### config.mk
export PLATFORM = sky130hd
export DESIGN_NAME = wb_intercon_n_flat
export DESIGN_NICKNAME = d
export VERILOG_FILES = /design/src/rtl/wb_intercon_pkg.sv /design/src/rtl/wb_intercon_n_if.sv /design/src/rtl/wb_addr_decode.sv /design/src/rtl/wb_intercon_n.sv /design/src/flat_wrapper.sv
export SDC_FILE = /design/constraint.sdc
export NUM_CORES = 1
export LEC_CHECK = 0
export CAP_MARGIN = 20
export CORE_AREA = 5 5 243 245
export DETAILED_ROUTE_END_ITERATION = 8
export DIE_AREA = 0 0 248 250
export GPL_TIMING_DRIVEN = 0
export MAX_ROUTING_LAYER = met4
export PLACE_DENSITY = 0.45
export REMOVE_ABC_BUFFERS = 1
export SKIP_CTS_REPAIR_TIMING = 1
export SLEW_MARGIN = 10
export SYNTH_ARGS = -nofsm -noshare
export SYNTH_HDL_FRONTEND = slang
export SYNTH_HIERARCHICAL = 1
export SYNTH_SLANG_ARGS = --single-unit
### constraint.sdc
create_clock -name wb_clk_i -period 5.3 [get_ports wb_clk_i]
set_clock_uncertainty 0.1 [all_clocks]
set_input_delay 1.325 -clock wb_clk_i [delete_from_list [all_inputs] [get_ports wb_clk_i]]
set_output_delay 1.325 -clock wb_clk_i [all_outputs]
set_load 0.02 [all_outputs]
### src/rtl/wb_intercon_pkg.sv
// Shared types and constants for the Wishbone N-slave interconnect.
//   - state_e       : transaction FSM states (IDLE, REQ, RESP)
//   - err_cause_e   : error-capture cause codes
//   - DEF_SLV_BASE / DEF_SLV_MASK : default 5-slave SoC address map
//       slave 0 IMEM  0x0000_0000 / 0xF000_0000
//       slave 1 DMEM  0x8000_0000 / 0xF000_0000
//       slave 2 SPI   0x2000_0000 / 0xF000_0000
//       slave 3 UART  0x9000_0000 / 0xFFFF_F000
//       slave 4 GPIO  0x9000_1000 / 0xFFFF_F000
//   - first_hit()   : lowest-index hit and hit flag from a hit vector
package wb_intercon_pkg;

    localparam int unsigned MAX_SLAVES = 16;
    localparam int unsigned IDX_W      = 4;

    typedef enum logic [1:0] {
        ST_IDLE,
        ST_REQ,
        ST_RESP
    } state_e;

    typedef enum logic [1:0] {
        CAUSE_NONE     = 2'b00,
        CAUSE_UNMAPPED = 2'b01,
        CAUSE_SLV_ERR  = 2'b10,
        CAUSE_TIMEOUT  = 2'b11
    } err_cause_e;

    localparam logic [5*32-1:0] DEF_SLV_BASE = {
        32'h9000_1000,  // GPIO
        32'h9000_0000,  // UART
        32'h2000_0000,  // SPI flash
        32'h8000_0000,  // DMEM
        32'h0000_0000   // IMEM
    };

    localparam logic [5*32-1:0] DEF_SLV_MASK = {
        32'hFFFF_F000,
        32'hFFFF_F000,
        32'hF000_0000,
        32'hF000_0000,
        32'hF000_0000
    };

    typedef struct packed {
        logic             hit;
        logic [IDX_W-1:0] idx;
    } first_hit_t;

    function automatic first_hit_t first_hit(input logic [MAX_SLAVES-1:0] hits);
        first_hit_t r;
        r = '0;
        for (int unsigned i = 0; i < MAX_SLAVES; i++) begin
            if (hits[i] && !r.hit) begin
                r.hit = 1'b1;
                r.idx = IDX_W'(i);
            end
        end
        return r;
    endfunction

endpackage

### src/rtl/wb_intercon_n_if.sv
// Bus bundle for the single-master, N-slave Wishbone interconnect.
//   master modport : view of the bus master (drives m_*_i, receives m_*_o)
//   slave  modport : view of the interconnect (target of the master,
//                    fans out to the per-slave s_*_o / s_*_i buses)
// Per-slave buses are packed; slave i occupies slice i of each vector.
interface wb_intercon_n_if #(
    parameter int unsigned NUM_SLAVES = 5,
    parameter int unsigned ADDR_W     = 32,
    parameter int unsigned DATA_W     = 32
);
    localparam int unsigned SEL_W = DATA_W / 8;

    logic [ADDR_W-1:0]            m_adr_i;
    logic [DATA_W-1:0]            m_dat_i;
    logic [SEL_W-1:0]             m_sel_i;
    logic                         m_we_i;
    logic                         m_cyc_i;
    logic                         m_stb_i;
    logic [DATA_W-1:0]            m_dat_o;
    logic                         m_ack_o;
    logic                         m_err_o;

    logic [NUM_SLAVES*ADDR_W-1:0] s_adr_o;
    logic [NUM_SLAVES*DATA_W-1:0] s_dat_o;
    logic [NUM_SLAVES*SEL_W-1:0]  s_sel_o;
    logic [NUM_SLAVES-1:0]        s_we_o;
    logic [NUM_SLAVES-1:0]        s_cyc_o;
    logic [NUM_SLAVES-1:0]        s_stb_o;
    logic [NUM_SLAVES*DATA_W-1:0] s_dat_i;
    logic [NUM_SLAVES-1:0]        s_ack_i;
    logic [NUM_SLAVES-1:0]        s_err_i;

    modport master (
        output m_adr_i, m_dat_i, m_sel_i, m_we_i, m_cyc_i, m_stb_i,
        input  m_dat_o, m_ack_o, m_err_o
    );

    modport slave (
        input  m_adr_i, m_dat_i, m_sel_i, m_we_i, m_cyc_i, m_stb_i,
        output m_dat_o, m_ack_o, m_err_o,
        output s_adr_o, s_dat_o, s_sel_o, s_we_o, s_cyc_o, s_stb_o,
        input  s_dat_i, s_ack_i, s_err_i
    );
endinterface

### src/rtl/wb_addr_decode.sv
// Combinational first-hit address decoder.
//   adr_i     : address to decode
//   hit_oh_o  : one-hot of the lowest-index matching slave (0 if none)
//   idx_o     : index of that slave
//   any_hit_o : at least one slave matched
// A slave matches when (adr_i & MASK_i) == BASE_i; overlaps resolve to
// the lowest index.
module wb_addr_decode
    import wb_intercon_pkg::*;
#(
    parameter int unsigned                NUM_SLAVES = 5,
    parameter int unsigned                ADDR_W     = 32,
    parameter logic [NUM_SLAVES*ADDR_W-1:0] SLV_BASE = DEF_SLV_BASE,
    parameter logic [NUM_SLAVES*ADDR_W-1:0] SLV_MASK = DEF_SLV_MASK
) (
    input  logic [ADDR_W-1:0]     adr_i,
    output logic [NUM_SLAVES-1:0] hit_oh_o,
    output logic [IDX_W-1:0]      idx_o,
    output logic                  any_hit_o
);
    logic [MAX_SLAVES-1:0] hits;
    first_hit_t            fh;

    always_comb begin
        hits = '0;
        for (int unsigned i = 0; i < NUM_SLAVES; i++) begin
            hits[i] = ((adr_i & SLV_MASK[i*ADDR_W +: ADDR_W]) == SLV_BASE[i*ADDR_W +: ADDR_W]);
        end
        fh        = first_hit(hits);
        idx_o     = fh.idx;
        any_hit_o = fh.hit;
        hit_oh_o  = '0;
        for (int unsigned i = 0; i < NUM_SLAVES; i++) begin
            hit_oh_o[i] = fh.hit && (fh.idx == IDX_W'(i));
        end
    end
endmodule

### src/rtl/wb_intercon_n.sv
// Single-master, N-slave Wishbone classic interconnect with registered
// decode and a bus watchdog.
//   wb_clk_i : clock
//   wb_rst_i : synchronous active-high reset
//   bus      : wb_intercon_n_if.slave (master side m_*, per-slave s_*)
// Optional macro WB_INTERCON_ERRCAP_EN adds sticky error capture:
//   err_addr_o / err_cause_o / err_valid_o outputs, err_clr_i input.
// Each transaction: IDLE (decode + latch) -> REQ (selected slave strobed)
// -> RESP (one cycle of ack or err). Unmapped addresses go IDLE -> RESP.
module wb_intercon_n
    import wb_intercon_pkg::*;
#(
    parameter int unsigned                  NUM_SLAVES     = 5,
    parameter int unsigned                  ADDR_W         = 32,
    parameter int unsigned                  DATA_W         = 32,
    parameter logic [NUM_SLAVES*ADDR_W-1:0] SLV_BASE       = DEF_SLV_BASE,
    parameter logic [NUM_SLAVES*ADDR_W-1:0] SLV_MASK       = DEF_SLV_MASK,
    parameter int unsigned                  TIMEOUT_CYCLES = 255
) (
    input  logic              wb_clk_i,
    input  logic              wb_rst_i,
`ifdef WB_INTERCON_ERRCAP_EN
    output logic [ADDR_W-1:0] err_addr_o,
    output logic [1:0]        err_cause_o,
    output logic              err_valid_o,
    input  logic              err_clr_i,
`endif
    wb_intercon_n_if.slave    bus
);
    localparam int unsigned SEL_W = DATA_W / 8;
    localparam int unsigned CNT_W = (TIMEOUT_CYCLES > 1) ? $clog2(TIMEOUT_CYCLES) : 1;

    state_e                state_q, state_d;
    logic [IDX_W-1:0]      sel_q, sel_d;
    logic [NUM_SLAVES-1:0] sel_oh_q, sel_oh_d;
    logic [ADDR_W-1:0]     adr_q, adr_d;
    logic [DATA_W-1:0]     dat_q, dat_d;
    logic [SEL_W-1:0]      be_q, be_d;
    logic                  we_q, we_d;
    logic                  err_q, err_d;
    logic [DATA_W-1:0]     rdat_q, rdat_d;
    logic [CNT_W-1:0]      cnt_q, cnt_d;

    logic [NUM_SLAVES-1:0] dec_oh;
    logic [IDX_W-1:0]      dec_idx;
    logic                  dec_hit;
    logic                  sack, serr;
    logic [DATA_W-1:0]     sdat;

    wb_addr_decode #(
        .NUM_SLAVES (NUM_SLAVES),
        .ADDR_W     (ADDR_W),
        .SLV_BASE   (SLV_BASE),
        .SLV_MASK   (SLV_MASK)
    ) u_dec (
        .adr_i     (bus.m_adr_i),
        .hit_oh_o  (dec_oh),
        .idx_o     (dec_idx),
        .any_hit_o (dec_hit)
    );

    // Return path from the latched slave only; strays from others are ignored.
    always_comb begin
        sack = 1'b0;
        serr = 1'b0;
        sdat = '0;
        for (int unsigned i = 0; i < NUM_SLAVES; i++) begin
            if (sel_q == IDX_W'(i)) begin
                sack = bus.s_ack_i[i];
                serr = bus.s_err_i[i];
                sdat = bus.s_dat_i[i*DATA_W +: DATA_W];
            end
        end
    end

    always_comb begin
        state_d  = state_q;
        sel_d    = sel_q;
        sel_oh_d = sel_oh_q;
        adr_d    = adr_q;
        dat_d    = dat_q;
        be_d     = be_q;
        we_d     = we_q;
        err_d    = err_q;
        rdat_d   = '0;
        cnt_d    = cnt_q;
        unique case (state_q)
            ST_IDLE: begin
                cnt_d = '0;
                err_d = 1'b0;
                if (bus.m_cyc_i && bus.m_stb_i) begin
                    if (dec_hit) begin
                        sel_d    = dec_idx;
                        sel_oh_d = dec_oh;
                        adr_d    = bus.m_adr_i;
                        dat_d    = bus.m_dat_i;
                        be_d     = bus.m_sel_i;
                        we_d     = bus.m_we_i;
                        state_d  = ST_REQ;
                    end else begin
                        err_d   = 1'b1;
                        state_d = ST_RESP;
                    end
                end
            end
            ST_REQ: begin
                if (cnt_q != '1) cnt_d = cnt_q + 1'b1;
                // Priority: master abort, slave err, slave ack, watchdog.
                if (!bus.m_cyc_i) begin
                    state_d = ST_IDLE;
                end else if (serr) begin
                    err_d   = 1'b1;
                    state_d = ST_RESP;
                end else if (sack) begin
                    rdat_d  = we_q ? '0 : sdat;
                    state_d = ST_RESP;
                end else if ((TIMEOUT_CYCLES != 0) && (cnt_q == CNT_W'(TIMEOUT_CYCLES - 1))) begin
                    err_d   = 1'b1;
                    state_d = ST_RESP;
                end
            end
            ST_RESP: state_d = ST_IDLE;
            default: state_d = ST_IDLE;
        endcase
    end

    always_ff @(posedge wb_clk_i) begin
        if (wb_rst_i) begin
            state_q  <= ST_IDLE;
            sel_q    <= '0;
            sel_oh_q <= '0;
            adr_q    <= '0;
            dat_q    <= '0;
            be_q     <= '0;
            we_q     <= 1'b0;
            err_q    <= 1'b0;
            rdat_q   <= '0;
            cnt_q    <= '0;
        end else begin
            state_q  <= state_d;
            sel_q    <= sel_d;
            sel_oh_q <= sel_oh_d;
            adr_q    <= adr_d;
            dat_q    <= dat_d;
            be_q     <= be_d;
            we_q     <= we_d;
            err_q    <= err_d;
            rdat_q   <= rdat_d;
            cnt_q    <= cnt_d;
        end
    end

    assign bus.m_ack_o = (state_q == ST_RESP) && !err_q;
    assign bus.m_err_o = (state_q == ST_RESP) && err_q;
    assign bus.m_dat_o = rdat_q;

    // Latched request fans out to the selected slave only, and only in REQ.
    always_comb begin
        bus.s_adr_o = '0;
        bus.s_dat_o = '0;
        bus.s_sel_o = '0;
        bus.s_we_o  = '0;
        bus.s_cyc_o = '0;
        bus.s_stb_o = '0;
        if (state_q == ST_REQ) begin
            for (int unsigned i = 0; i < NUM_SLAVES; i++) begin
                if (sel_oh_q[i]) begin
                    bus.s_adr_o[i*ADDR_W +: ADDR_W] = adr_q;
                    bus.s_dat_o[i*DATA_W +: DATA_W] = dat_q;
                    bus.s_sel_o[i*SEL_W +: SEL_W]   = be_q;
                    bus.s_we_o[i]                   = we_q;
                    bus.s_cyc_o[i]                  = 1'b1;
                    bus.s_stb_o[i]                  = 1'b1;
                end
            end
        end
    end

`ifdef WB_INTERCON_ERRCAP_EN
    logic [ADDR_W-1:0] eaddr_q, eaddr_d;
    err_cause_e        ecause_q, ecause_d;
    logic              evalid_q, evalid_d;
    logic              new_err;

    // An error is born on the transition into RESP with err set.
    always_comb begin
        eaddr_d  = eaddr_q;
        ecause_d = ecause_q;
        evalid_d = evalid_q;
        new_err  = (state_q != ST_RESP) && (state_d == ST_RESP) && err_d;
        if (err_clr_i) begin
            eaddr_d  = '0;
            ecause_d = CAUSE_NONE;
            evalid_d = 1'b0;
        end
        if (new_err && (!evalid_q || err_clr_i)) begin
            evalid_d = 1'b1;
            if (state_q == ST_IDLE) begin
                eaddr_d  = bus.m_adr_i;
                ecause_d = CAUSE_UNMAPPED;
            end else begin
                eaddr_d  = adr_q;
                ecause_d = serr ? CAUSE_SLV_ERR : CAUSE_TIMEOUT;
            end
        end
    end

    always_ff @(posedge wb_clk_i) begin
        if (wb_rst_i) begin
            eaddr_q  <= '0;
            ecause_q <= CAUSE_NONE;
            evalid_q <= 1'b0;
        end else begin
            eaddr_q  <= eaddr_d;
            ecause_q <= ecause_d;
            evalid_q <= evalid_d;
        end
    end

    assign err_addr_o  = eaddr_q;
    assign err_cause_o = ecause_q;
    assign err_valid_o = evalid_q;
`endif
endmodule
### src/flat_wrapper.sv
// flat-port wrapper written by rule: the top's interface ports become plain ports
module wb_intercon_n_flat import wb_intercon_pkg::*;
#(
    parameter int unsigned                  NUM_SLAVES     = 5,
    parameter int unsigned                  ADDR_W         = 32,
    parameter int unsigned                  DATA_W         = 32,
    parameter logic [NUM_SLAVES*ADDR_W-1:0] SLV_BASE       = DEF_SLV_BASE,
    parameter logic [NUM_SLAVES*ADDR_W-1:0] SLV_MASK       = DEF_SLV_MASK,
    parameter int unsigned                  TIMEOUT_CYCLES = 255
)
  (wb_clk_i, wb_rst_i, bus_m_adr_i, bus_m_dat_i, bus_m_sel_i, bus_m_we_i, bus_m_cyc_i, bus_m_stb_i, bus_m_dat_o, bus_m_ack_o, bus_m_err_o, bus_s_adr_o, bus_s_dat_o, bus_s_sel_o, bus_s_we_o, bus_s_cyc_o, bus_s_stb_o, bus_s_dat_i, bus_s_ack_i, bus_s_err_i);
  wb_intercon_n_if #(.NUM_SLAVES(NUM_SLAVES), .ADDR_W(ADDR_W), .DATA_W(DATA_W)) bus_i ();
  input  logic wb_clk_i;
  input  logic wb_rst_i;
  input wire logic [$bits(bus_i.m_adr_i)-1:0] bus_m_adr_i;
  input wire logic [$bits(bus_i.m_dat_i)-1:0] bus_m_dat_i;
  input wire logic [$bits(bus_i.m_sel_i)-1:0] bus_m_sel_i;
  input wire logic [$bits(bus_i.m_we_i)-1:0] bus_m_we_i;
  input wire logic [$bits(bus_i.m_cyc_i)-1:0] bus_m_cyc_i;
  input wire logic [$bits(bus_i.m_stb_i)-1:0] bus_m_stb_i;
  output wire logic [$bits(bus_i.m_dat_o)-1:0] bus_m_dat_o;
  output wire logic [$bits(bus_i.m_ack_o)-1:0] bus_m_ack_o;
  output wire logic [$bits(bus_i.m_err_o)-1:0] bus_m_err_o;
  output wire logic [$bits(bus_i.s_adr_o)-1:0] bus_s_adr_o;
  output wire logic [$bits(bus_i.s_dat_o)-1:0] bus_s_dat_o;
  output wire logic [$bits(bus_i.s_sel_o)-1:0] bus_s_sel_o;
  output wire logic [$bits(bus_i.s_we_o)-1:0] bus_s_we_o;
  output wire logic [$bits(bus_i.s_cyc_o)-1:0] bus_s_cyc_o;
  output wire logic [$bits(bus_i.s_stb_o)-1:0] bus_s_stb_o;
  input wire logic [$bits(bus_i.s_dat_i)-1:0] bus_s_dat_i;
  input wire logic [$bits(bus_i.s_ack_i)-1:0] bus_s_ack_i;
  input wire logic [$bits(bus_i.s_err_i)-1:0] bus_s_err_i;
  assign bus_i.m_adr_i = bus_m_adr_i;
  assign bus_i.m_dat_i = bus_m_dat_i;
  assign bus_i.m_sel_i = bus_m_sel_i;
  assign bus_i.m_we_i = bus_m_we_i;
  assign bus_i.m_cyc_i = bus_m_cyc_i;
  assign bus_i.m_stb_i = bus_m_stb_i;
  assign bus_m_dat_o = bus_i.m_dat_o;
  assign bus_m_ack_o = bus_i.m_ack_o;
  assign bus_m_err_o = bus_i.m_err_o;
  assign bus_s_adr_o = bus_i.s_adr_o;
  assign bus_s_dat_o = bus_i.s_dat_o;
  assign bus_s_sel_o = bus_i.s_sel_o;
  assign bus_s_we_o = bus_i.s_we_o;
  assign bus_s_cyc_o = bus_i.s_cyc_o;
  assign bus_s_stb_o = bus_i.s_stb_o;
  assign bus_i.s_dat_i = bus_s_dat_i;
  assign bus_i.s_ack_i = bus_s_ack_i;
  assign bus_i.s_err_i = bus_s_err_i;
  wb_intercon_n #(.NUM_SLAVES(NUM_SLAVES), .ADDR_W(ADDR_W), .DATA_W(DATA_W), .SLV_BASE(SLV_BASE), .SLV_MASK(SLV_MASK), .TIMEOUT_CYCLES(TIMEOUT_CYCLES)) u_core (.wb_clk_i(wb_clk_i), .wb_rst_i(wb_rst_i), .bus(bus_i));
endmodule
# == Word level (Yosys, flattened, before mapping) ==
# Cells that the tools add are included.
# totals
register_bits,121
inputBits,243
output_inout_bits,389
word_cells,129
# op_classes
muxes,66
reduce_logical,27
bitwise_logic,3
n_addsub,1
n_eq_ne,22
# op_table
operator,count
32-bit 2-to-1 mux,15
160-bit 2-to-1 mux,2
"20-bit == test, second input constant",2
5-bit 2-to-1 mux,7
32-bit zero test,1
1-bit 2-to-1 mux,26
"4-bit by 2-bit == test with 1-bit output, second input constant",5
20-bit 2-to-1 mux,1
4-bit 2-to-1 mux,5
8-bit case mux with 2 select lines,1
1-bit logical AND,12
2-bit 2-to-1 mux,6
"8-bit by 1-bit adder with 8-bit output, second input constant",1
"4-bit by 1-bit == test with 1-bit output, second input constant",2
"4-bit by 3-bit == test with 1-bit output, second input constant",2
"8-bit == test, second input constant",1
4-bit zero test,2
8-bit 2-to-1 mux,1
"8-bit inequality test, second input constant",1
6-bit OR reduction,1
1-bit zero test,5
"5-bit by 2-bit inequality test with 1-bit output, second input constant",1
"4-bit == test, second input constant",1
"2-bit by 1-bit inequality test with 1-bit output, second input constant",2
other kinds (13),16

# == Depth between registers and ports, before layout ==
# depth
depth_word,17
mapped_depth,9
mapped_depth_nobuf,6

# == Modules after synthesis ==
# The synthesis kept the hierarchy.
# by_module_without_submodules
mod,instances,seq_area_each_um2,area_per_inst_um2,cells_per_inst
wb_intercon_n,1,2422.3,7851.3,1128
wb_addr_decode,1,0.0,181.4,22

# == Least setup slack after synthesis ==
# Ideal clock, no wire load.
# synth_path
path_kind,input -> register
start,input bus_m_adr_i[19]
end,register u_core.adr_q[17]
path_stages,9
t_arrival_ps,3103
required_time_ps,5130
n_path_buf,3
setup_time_ps,70
setup_slack_ps,2027
cell_sequence,nor4_2 > nand4_2 > o21ai_1 > and4_1 > clkbuf_1 > clkbuf_1 > buf_1 > nand2_1 > a21oi_1
# synth_via
elab_chain_len,7
word_cells_on_any_way,8
cone_classes,eq/ne: 2; mux: 2; reduce/logical: 4
# synth_rtl
element,line,rtl
start: declaration,flat_wrapper.sv:15,input wire logic [$bits(bus_i.m_adr_i)-1:0] bus_m_adr_i;
20-bit == test,wb_addr_decode.sv:27,hits[i] = ((adr_i & SLV_MASK[i*ADDR_W +: ADDR_W]) == SLV_BASE[i*ADDR_W +: ADDR_W]);
1-bit logical AND,wb_intercon_pkg.sv:54,if (hits[i] && !r.hit) begin
5-bit 2-to-1 mux,wb_intercon_pkg.sv:54,
1-bit zero test,wb_intercon_pkg.sv:54,
1-bit logical AND,wb_intercon_pkg.sv:54,
5-bit 2-to-1 mux *,wb_intercon_pkg.sv:54,
named net u_core.dec_hit,wb_intercon_n.sv:46,logic dec_hit;
3-bit AND reduction (no line) *,--,
end signal: assignment,wb_intercon_n.sv:143,adr_q <= adr_d;
end: declaration,wb_intercon_n.sv:36,"logic [ADDR_W-1:0] adr_q, adr_d;"
# Mark *: on every way through the listed nets, which the timed path passes. The rest lies on a longest branch.
# A chain may end at the register's enable or synchronous reset.

# == Worst setup path in the final report ==
# layout_path
start,register u_core.state_q[0]
end,output bus_s_dat_o[19]
# layout_via
elab_chain_len,2
# layout_rtl
element,line,rtl
start: declaration,wb_intercon_n.sv:33,"state_e state_q, state_d;"
start signal: assignment,wb_intercon_n.sv:140,state_q <= state_d;
2-bit by 1-bit == test with 1-bit output,wb_intercon_n.sv:165,if (state_q == ST_REQ) begin
160-bit 2-to-1 mux,wb_intercon_n.sv:165,
end: declaration,flat_wrapper.sv:25,output wire logic [$bits(bus_i.s_dat_o)-1:0] bus_s_dat_o;
# Every way passes these cells.

==> impl_metrics.json <==
{
  "status": "finished, final reports clean",
  "syn_avg_cell_area_um2": 6.98,
  "synth_top_area_share_pct": 30.2,
  "core_area_um2": 56900,
  "synth-seq-cells": 121,
  "track_usage_pct": 15.4,
  "yosysTopAreaCell": "dfxtp_1",
  "cts_buffers": 17,
  "ant_nets": 0,
  "routed_via_density": 4.28,
  "max_stage_delay_ns": 0.76,
  "async_reset_ff_share_pct": 0,
  "synth-edff-count": 0,
  "holdCritStartpoint": "u_core/dat_q[4]$_SDFFE_PP0P_",
  "drc": 0,
  "syn_area_um2": 8030,
  "grt_max_degree": 69,
  "cts.clk_slew.worst_paths_ns": 0.06,
  "yosys-top-cells-count": "and3_1, nand2_1, a21oi_1",
  "fp.dieArea_um2": 62000,
  "path_class": "register to output pin",
  "clock-sinks": 121,
  "clock_latency_ns": 0.47,
  "worstPathMaxFanout": 65,
  "vdd.ir_drop.worst_mv": 0.190,
  "syn_inst": 1150,
  "finalSetupViolCount": 0,
  "p_int_mw": 1.85,
  "drtIter0Drc": 642,
  "path_cells": "nor2b_4 > buf_12 > buf_12 > buf_12 > and3_1 > clkdlybuf4s50_1",
  "critPathCaptureType": "output pin",
  "tns_ns": 0,
  "whs_endpoint": "u_core/dat_q[4]$_SDFFE_PP0P_",
  "yosysUniqueCellTypes": 52,
  "post_drt_wl_per_cell_um": 20.1,
  "min_period_ns": 4.79,
  "cts_tree": "done",
  "initial_core_util_pct": 14.1,
  "rsz0062_at_grt": "no",
  "portBuffers": 631,
  "seq_area_frac_synth_pct": 30.2,
  "power_frac_clock_pct": 49.5,
  "p_leak_nw": 6.68,
  "r2r-end": "u_core/bus.m_dat_o[12]$_SDFF_PP0_",
  "maxCapViolations": 0,
  "globalplace.congestion": 0.829,
  "hold_depth": 2,
  "fp.dieW_um": 248,
  "start_kind": "register",
  "required_ns": 3.88,
  "cts.htree.levels": 4,
  "max_freq_ghz": 0.209,
  "drt-total-wl_um": 49700,
  "grt_pass1_wl_um": 69500,
  "root_buffer": "clkbuf_16",
  "dr.pass1.iters": 6,
  "sequentialPowerShare_pct": 38.3,
  "clock_path_buffers": 2,
  "slowest_stage": "nor2b_4",
  "crit_arrival_ns": 3.37,
  "antenna_found_initial": 10,
  "layout-drive-gt1-share_pct": 5.34,
  "power_switching_share_pct": 24.2,
  "reg2reg_setup_slack_ns": 1.27,
  "synth.most_common_cell": "and3_1",
  "vias": 10600,
  "die_y_um": 250,
  "place_hpwl_um": 38300,
  "final_nets": 1936,
  "yosys_warnings": 6,
  "combPwrFrac_pct": 12.2,
  "power_density_nw_per_um2": 153,
  "switchingPower_mw": 0.590,
  "grt_pass1_vias": 9900,
  "finalHoldViolCount": 0,
  "relSlewSlack_pct": 32.5,
  "hold_path_class": "register to register",
  "area_growth_pct": 98.1,
  "synthTopCellsByArea": "dfxtp_1, and3_1, nand2_1, a21oi_1, clkbuf_1",
  "rows": 88,
  "holdWs_ns": 0.398,
  "io_pins": 632,
  "fin_crit_sh_pct": 90.4,
  "finalMaxSlewViolations": 0,
  "reg2regPathDepth": 7,
  "r2r-start": "u_core/sel_q[0]$_SDFFE_PP0P_",
  "ys.flop_type": "dfxtp_1",
  "critical_path.most_common_cell": "buf_12",
  "tightest_slew_ns": 1.01,
  "gr-total-overflow": 0
}
## cell families after synthesis
| logic type | Yosys count | synth area share, % |
|---|---|---|
| buffers and inverters | 141 | 7.02 |
| other | 1 | 0.0467 |
| adders and majority gates | 2 | 0.311 |
| AOI/OAI and AO/OA | 217 | 16.5 |
| xor gates and xnor gates | 1 | 0.109 |
| and+or+nand+nor | 667 | 45.8 |
| DFF | 121 | 30.2 |
## sequential cells by signal, summed over array words and instances, names as in the netlist, 2 cells and up
register	flops
u_core/adr_q	32
u_core/be_q	4
u_core/bus.m_dat_o	32
u_core/cnt_q	8
u_core/dat_q	32
u_core/sel_oh_q	5
u_core/sel_q	4
u_core/state_q	2
## metrics by stage
step                      instance area (µm²)  power [mW]  util (%)  worst slack [ns]  cells
after floorplan                          7490        1.01         -             -5.08   1014
after global placement                  14800        1.25      25.9            -10.71   2410
after detailed placement                15300        1.25      26.8             0.211   2435
after CTS                               15900        2.51      27.9             0.472   2467
after global routing                    15900        2.56      27.9             0.312   2473
final                                   15900        2.44      28.0             0.506   2474
## area by class of cell
class / count / area, µm²
fill: 6167 / 41000
timing repair buffer: 658 / 6820
multi-input combinational: 888 / 5080
sequential: 121 / 2440
tap: 765 / 957
clock buffer: 25 / 497
clock inverter: 7 / 90.1
inverter: 5 / 18.8
antenna: 5 / 12.5
## worst max-delay path, delay by kind of cell (launching register included)
| family | cells | cell delay [ns] |
|---|---|---|
| buf+inv | 4 | 1.42 |
| flops | 1 | 0.46 |
| simple gates | 2 | 0.94 |
## worst max path at each step
stage | from | endpoint | slack [ns] | depth (start not counted)
2_1_floorplan | u_core/state_q[0]$_SDFFE_PP0P_ | u_core/cnt_q[7]$_SDFFE_PP0P_ | -5.08 | 4
3_3_place_gp | u_core/state_q[0]$_SDFFE_PP0P_ | u_core/cnt_q[7]$_SDFFE_PP0P_ | -10.71 | 4
3_5_place_dp | bus_m_adr_i[31] | u_core/dat_q[21]$_SDFFE_PP0P_ | 0.21 | 8
4_1_cts | u_core/state_q[0]$_SDFFE_PP0P_ | bus_s_dat_o[19] | 0.47 | 6
5_1_grt | u_core/state_q[0]$_SDFFE_PP0P_ | bus_s_dat_o[19] | 0.31 | 6
6_report | u_core/state_q[0]$_SDFFE_PP0P_ | bus_s_dat_o[19] | 0.51 | 6
## cell usage in the layout (no fill, tap or decap), types with 4 or more instances in the layout
master / n
nor3_1: 13
clkdlybuf4s50_1: 630
buf_4: 4
nand3_1: 7
and2_1: 6
dfxtp_4: 5
a21oi_1: 130
dfxtp_1: 116
o21ai_0: 23
diode_2: 5
nor3_2: 11
buf_16: 9
clkbuf_1: 5
clkbuf_16: 18
a222oi_1: 17
nand2_1: 181
inv_1: 5
nor2_1: 53
o211a_1: 15
a22oi_1: 15
buf_6: 6
buf_12: 6
and3_1: 345
nand2b_1: 20
## routing by layer
layer,wire length (µm),global-route usage (%),up-vias
met4,1660,6.99,0
li1,-,-,5161
met5,0,-,-
met2,25100,26.0,404
met3,3190,3.04,75
met1,19800,17.6,4957
## power groups by stage
stage / Combinational, mW / Sequential, mW / Clock, mW
after floorplan: 0.0616 / 0.949 / 0
after global placement: 0.287 / 0.958 / 0
after CTS: 0.301 / 0.935 / 1.28
after detailed placement: 0.298 / 0.956 / 0
after global routing: 0.321 / 0.937 / 1.30
final: 0.299 / 0.936 / 1.21
Power figures use the tool's default switching activity.
